**config.mk**
```make
export PLATFORM = sky130hd
export DESIGN_NAME = spi_pin_arb
export DESIGN_NICKNAME = d
export VERILOG_FILES = /design/src/rtl/spi_pin_arb.sv
export SDC_FILE = /design/constraint.sdc
export NUM_CORES = 1
export LEC_CHECK = 0
export CORE_MARGIN = 2
export CORE_UTILIZATION = 44
export CTS_CLUSTER_SIZE = 16
export DETAILED_ROUTE_END_ITERATION = 8
export PLACE_DENSITY_LB_ADDON = 0.15
export SETUP_SLACK_MARGIN = 0.5
export SLEW_MARGIN = 30
export SYNTH_ARGS = -nofsm -noshare
export SYNTH_HDL_FRONTEND = slang
export SYNTH_SLANG_ARGS = --single-unit
```
**constraint.sdc**
```tcl
create_clock -name s_clk_i -period 2.1 [get_ports s_clk_i]
set_clock_uncertainty 0.15 [all_clocks]
set_input_delay 0.42 -clock s_clk_i [delete_from_list [all_inputs] [get_ports s_clk_i]]
set_output_delay 0.42 -clock s_clk_i [all_outputs]
set_load 0.01 [all_outputs]
```
**src/rtl/spi_pin_arb.sv**
```systemverilog
// Shared SPI/GPIO pin group arbiter with glitch-free, guard-timed reconfiguration.
// Optional macro SPI_PIN_ARB_TIMEOUT_EN adds s_err_o and a WAIT timeout.
module spi_pin_arb #(
    parameter int   CS_W    = 1,
    parameter int   IO_W    = 0,
    parameter int   NCH     = 2,
    parameter int   GUARD   = 4,
    parameter logic CS_IDLE = 1'b1,
    parameter int   TMO     = 1024,
    localparam int  P       = CS_W + IO_W + 4,
    localparam int  CHW     = (NCH > 1) ? $clog2(NCH) : 1
) (
    input  logic                    s_clk_i,
    input  logic                    s_rst_i,
    input  logic [P-1:0]            s_io_i,
    input  logic [NCH-1:0]          s_spi_clk_i,
    input  logic [NCH-1:0]          s_spi_dat_i,
    input  logic [NCH*(CS_W+1)-1:0] s_spi_cs_i,
    input  logic [NCH*(IO_W+1)-1:0] s_spi_io_i,
    input  logic                    s_cfg_vld_i,
    output logic                    s_cfg_rdy_o,
    input  logic [P-1:0]            s_cfg_sel_i,
    input  logic [CHW-1:0]          s_cfg_ch_i,
    output logic                    s_spi_clk_o,
    output logic                    s_spi_dat_o,
    output logic [CS_W:0]           s_spi_cs_o,
    output logic [IO_W:0]           s_spi_io_o,
    output logic [P-1:0]            s_cur_sel_o,
    output logic [CHW-1:0]          s_cur_ch_o,
    output logic                    s_busy_o
`ifdef SPI_PIN_ARB_TIMEOUT_EN
    ,
    output logic                    s_err_o
`endif
);

    localparam int CNTW = $clog2(GUARD + 1);
    localparam logic [CS_W:0] CS_OFF = {(CS_W+1){CS_IDLE}};
    localparam logic [P-1:0] PIN_RST = {{(IO_W+1){1'b0}}, CS_OFF, 2'b00};

    typedef enum logic {S_IDLE, S_WAIT} state_t;

    state_t          state, state_d;
    logic [P-1:0]    cur_sel, cur_sel_d, pend_sel, pend_sel_d;
    logic [CHW-1:0]  cur_ch, cur_ch_d, pend_ch, pend_ch_d, req_ch;
    logic [CNTW-1:0] cnt, cnt_d;
    logic [P-1:0]    spi_vec, pin_q;
    logic [CS_W:0]   act_cs, pend_cs;
    logic            quiet, accept, same;

`ifdef SPI_PIN_ARB_TIMEOUT_EN
    localparam int TW = $clog2(TMO + 1);
    logic [TW-1:0] tmo, tmo_d;
    logic          err_d;
`endif

    always_comb begin
        spi_vec = '0;
        act_cs  = '0;
        pend_cs = '0;
        for (int c = 0; c < NCH; c++) begin
            if (cur_ch == CHW'(c)) begin
                spi_vec = {s_spi_io_i[c*(IO_W+1) +: IO_W+1],
                           s_spi_cs_i[c*(CS_W+1) +: CS_W+1],
                           s_spi_dat_i[c], s_spi_clk_i[c]};
                act_cs  = s_spi_cs_i[c*(CS_W+1) +: CS_W+1];
            end
            if (pend_ch == CHW'(c))
                pend_cs = s_spi_cs_i[c*(CS_W+1) +: CS_W+1];
        end
    end

    // Out-of-range channel requests saturate to the last channel.
    always_comb begin
        if (NCH == 1)
            req_ch = '0;
        else if (int'(s_cfg_ch_i) >= NCH)
            req_ch = CHW'(NCH - 1);
        else
            req_ch = s_cfg_ch_i;
    end

    assign quiet       = (act_cs == CS_OFF) && (pend_cs == CS_OFF);
    assign s_cfg_rdy_o = (state == S_IDLE);
    assign s_busy_o    = (state == S_WAIT);
    assign accept      = s_cfg_vld_i && s_cfg_rdy_o;
    assign same        = (s_cfg_sel_i == cur_sel) && (req_ch == cur_ch);

    always_comb begin
        state_d    = state;
        cur_sel_d  = cur_sel;
        cur_ch_d   = cur_ch;
        pend_sel_d = pend_sel;
        pend_ch_d  = pend_ch;
        cnt_d      = cnt;
`ifdef SPI_PIN_ARB_TIMEOUT_EN
        tmo_d      = tmo;
        err_d      = 1'b0;
`endif
        unique case (state)
            S_IDLE: begin
                if (accept && !same) begin
                    pend_sel_d = s_cfg_sel_i;
                    pend_ch_d  = req_ch;
                    cnt_d      = '0;
                    state_d    = S_WAIT;
`ifdef SPI_PIN_ARB_TIMEOUT_EN
                    tmo_d      = '0;
`endif
                end
            end
            S_WAIT: begin
                if (!quiet) begin
                    cnt_d = '0;
                end else if (cnt == CNTW'(GUARD - 1)) begin
                    cur_sel_d = pend_sel;
                    cur_ch_d  = pend_ch;
                    cnt_d     = '0;
                    state_d   = S_IDLE;
                end else begin
                    cnt_d = cnt + 1'b1;
                end
`ifdef SPI_PIN_ARB_TIMEOUT_EN
                // Applying on the last allowed cycle wins over the timeout.
                if (state_d == S_WAIT) begin
                    if (tmo == TW'(TMO - 1)) begin
                        state_d = S_IDLE;
                        err_d   = 1'b1;
                    end else begin
                        tmo_d = tmo + 1'b1;
                    end
                end
`endif
            end
            default: state_d = S_IDLE;
        endcase
    end

    always_ff @(posedge s_clk_i or posedge s_rst_i) begin
        if (s_rst_i) begin
            state    <= S_IDLE;
            cur_sel  <= '0;
            cur_ch   <= '0;
            pend_sel <= '0;
            pend_ch  <= '0;
            cnt      <= '0;
            pin_q    <= PIN_RST;
        end else begin
            state    <= state_d;
            cur_sel  <= cur_sel_d;
            cur_ch   <= cur_ch_d;
            pend_sel <= pend_sel_d;
            pend_ch  <= pend_ch_d;
            cnt      <= cnt_d;
            pin_q    <= (cur_sel & spi_vec) | (~cur_sel & s_io_i);
        end
    end

`ifdef SPI_PIN_ARB_TIMEOUT_EN
    always_ff @(posedge s_clk_i or posedge s_rst_i) begin
        if (s_rst_i) begin
            tmo     <= '0;
            s_err_o <= 1'b0;
        end else begin
            tmo     <= tmo_d;
            s_err_o <= err_d;
        end
    end
`endif

    assign s_spi_clk_o = pin_q[0];
    assign s_spi_dat_o = pin_q[1];
    assign s_spi_cs_o  = pin_q[2 +: CS_W+1];
    assign s_spi_io_o  = pin_q[CS_W+3 +: IO_W+1];
    assign s_cur_sel_o = cur_sel;
    assign s_cur_ch_o  = cur_ch;

endmodule
```
==> run_results.csv <==
group,metric,value,unit
clock_tree,cts_max_level,1,
setup_path,critPathMaxFanout,5,
flow_run,drv_cap,0,
route,drt-pass1-iter-count,4,
route,wl_per_cell,14.9,microns
sta,worstMarginPinSlew,0.289,ns
setup_path,rr_endpoint,"pend_sel[2]",
route,drc,0,
route,vias_per_cell,5.16,
layout,area_growth,63.4,%
sta,hold_viol_final,0,
setup_path,worst-setup-path-type,"flop to flop",
route,ant_nets,0,
setup_path,crit_required,2.15,ns
clock_tree,clk_pin_slew_worst_paths,0.11,ns
layout,mostFrequentLayoutCells,"buf_4, clkdlybuf4s50_1, dfrtp_1, dlygate4sd2_1, buf_6",
setup_path,rr_startpoint,"s_cur_ch_o",
clock_tree,root_buffer,"clkbuf_4",
sta,min_period,1.88,ns
layout,final_common_cell,"buf_4",
die,die_y,53.1,microns
synth,netlist-cell-type-count,29,
layout,fin_nets,176,
sta,post-route-period-util,89.7,%
pwr,power.density,552,nW/um^2
sta,setup_viol,0,
global_route,grt_overflow_total,0,
min_path,hold_path.class,"input port to async pin",
place,io_buffer_count,36,
setup_path,worstSetupEndpoint,"pend_sel[2]",
pwr,leakage,0.825,nW
die,fp-row-count,17,
setup_path,arrival,1.93,ns
pwr,vdd_ir_drop_max,0.000459,V
place,gp_congestion,0.706,
synth,synth-seq-cells,21,
die,die_x,53.1,microns
place,dp_cells,151,
clock_tree,cts_buffer_depth,2,
sta,setup_ws,0.217,ns
synth,syn_nets,109,
synth,yosysSeqAreaShare,49.9,%
status,status,"finished, final reports clean",
die,core_area,2230,sq um
clock_tree,tritoncts,"yes",
synth,yosysWarnings,0,
global_route,grt_max_degree,22,
synth,synth_area_per_cell,12.6,sq um
synth,netlist_area,1060,sq um
global_route,antenna_found_initial,0,
layout,fill_cells,159,
synth,synthCells,84,
route,vias,918,
clock_tree,clkLatencyLatePin,0.31,ns
global_route,grt_pass1_vias,959,
layout,drive_gt1_share,45.3,%
layout,seq_area,532,sq um
die,initial_utilization,47.4,%
layout,multi_input_area,554,sq um
layout,num_antenna_cells,0,
setup_path,reg2reg_depth,5,
setup_path,endpoint_kind,"flop",
clock_tree,cts_buffers,3,
layout,final_cells,178,
sta,drv_slew,0,
route,finalWirelength,2660,microns
sta,slew_headroom,80.4,%
clock_tree,cts.sinks,21,
route,drtIter0Drc,4,
die,io_pins,37,
setup_path,r2r_slack,0.22,ns
global_route,grt_pass1_wl,4230,microns
setup_path,cp-startpoint,"s_cur_ch_o",
sta,max_freq,0.531,GHz
place,pre_cts_slack,-0.264,ns
sta,rsz0062_at_grt,"yes",
global_route,grt.total_usage,21.6,%
setup_path,crit_path_start_kind,"flop",
die,dieArea,2810,sq um
place,dp_hpwl,1680,microns
[how the worst min path moves through the flow]
| stage | cells past startpoint | from | slack [ns] | end |
|---|---|---|---|---|
| global placement | 1 | cnt[2] | 0.33 | cnt[2] |
| global route | 3 | s_rst_i | 0.32 | cnt[1] |
| finish | 3 | s_rst_i | 0.28 | pin_q[1] |
| CTS | 3 | s_rst_i | 0.30 | s_cur_sel_o[1] |
| floorplan | 1 | s_rst_i | 0.25 | cnt[0] |
| detailed placement | 1 | cnt[2] | 0.34 | cnt[2] |
[metrics by stage]
| stage | utilization (%) | power (mW) | TNS, ns | hold slack, ns | area (sq um) |
|---|---|---|---|---|---|
| floorplan | - | 0.594 | 0 | 0.245 | 1060 |
| global placement | 65.8 | 0.697 | -1.35 | 0.332 | 1470 |
| detailed placement | 65.8 | 0.707 | -1.61 | 0.339 | 1470 |
| CTS | 73.3 | 0.923 | 0 | 0.299 | 1640 |
| global route | 77.4 | 1.01 | 0 | 0.320 | 1730 |
| finish | 77.4 | 0.954 | 0 | 0.279 | 1730 |
[worst max-delay path, cell delays in order, from the launching register on]
cell      delay, ns
dfrtp_2        0.46
xor2_2         0.16
or2_4          0.25
o311ai_4       0.25
buf_6          0.17
mux2_2         0.34
[Yosys cell counts (all sizes together)]
master	n	area [sq um]
a21oi	5	25.0
a22oi	1	7.51
a31o	1	8.76
and3	2	12.5
and4	1	8.76
buf	2	22.5
dfrtp	19	475
dfstp	2	52.6
ha	1	12.5
inv	3	11.3
mux2	12	158
mux2i	5	50.1
nand2	3	11.3
nand2b	2	12.5
nand3	2	10.0
nand4	1	6.26
nor2	7	26.3
nor2b	1	6.26
nor3b	1	7.51
o22ai	1	12.5
o311ai	2	35.0
o31a	1	8.76
o31ai	1	7.51
or2	1	8.76
or3b	1	8.76
xnor2	4	35.0
xor2	2	17.5
[timing repair]
action / CTS / global route
pin swaps: 8 / 4
hold buffers: 0 / 0
setup endpoints to repair: 27 / 23
setup buffers: 18 / 5
gates resized for setup: 46 / 23
[logic make-up after synthesis]
| logic type | after synthesis | share of synthesized area (%) |
|---|---|---|
| adders and majority gates | 1 | 1.18 |
| AOI/OAI and AO/OA | 12 | 9.93 |
| DFF | 21 | 49.9 |
| muxes | 17 | 19.6 |
| xor gates and xnor gates | 6 | 4.96 |
| and+or+nand+nor | 22 | 11.2 |
| buffers and inverters | 5 | 3.19 |
[power breakdown]
part | leakage (nW) | total, mW | internal (mW) | switching, mW
clock | 0.0150 | 0.197 | 0.0742 | 0.123
sequential | 0.262 | 0.483 | 0.451 | 0.0317
combinational | 0.548 | 0.275 | 0.169 | 0.105
[final cells by class]
| class | instances | share of cell area, % |
|---|---|---|
| well taps | 28 | 2.03 |
| repair buffers | 64 | 32.7 |
| multi-input cells | 58 | 32.1 |
| inverters | 3 | 0.941 |
| flip-flops and latches | 21 | 30.8 |
| clock buffers | 4 | 1.52 |
[flip-flops by register name (all words and copies together) (netlist names)]
signal       count
cnt              3
s_busy_o         1
s_cur_sel_o      5
pend_sel         5
pend_ch          1
s_cur_ch_o       1
pin_q            5
[routing by layer]
metal	vias up	global-route usage [%]	part of all wire, %
met1	443	25.3	37
met2	35	38.3	56
met3	7	3.11	5.2
met4	0	10.7	2.2
li1	433	-	-
met5	-	0	0
Note: power is estimated with default switching activity, not from simulation.
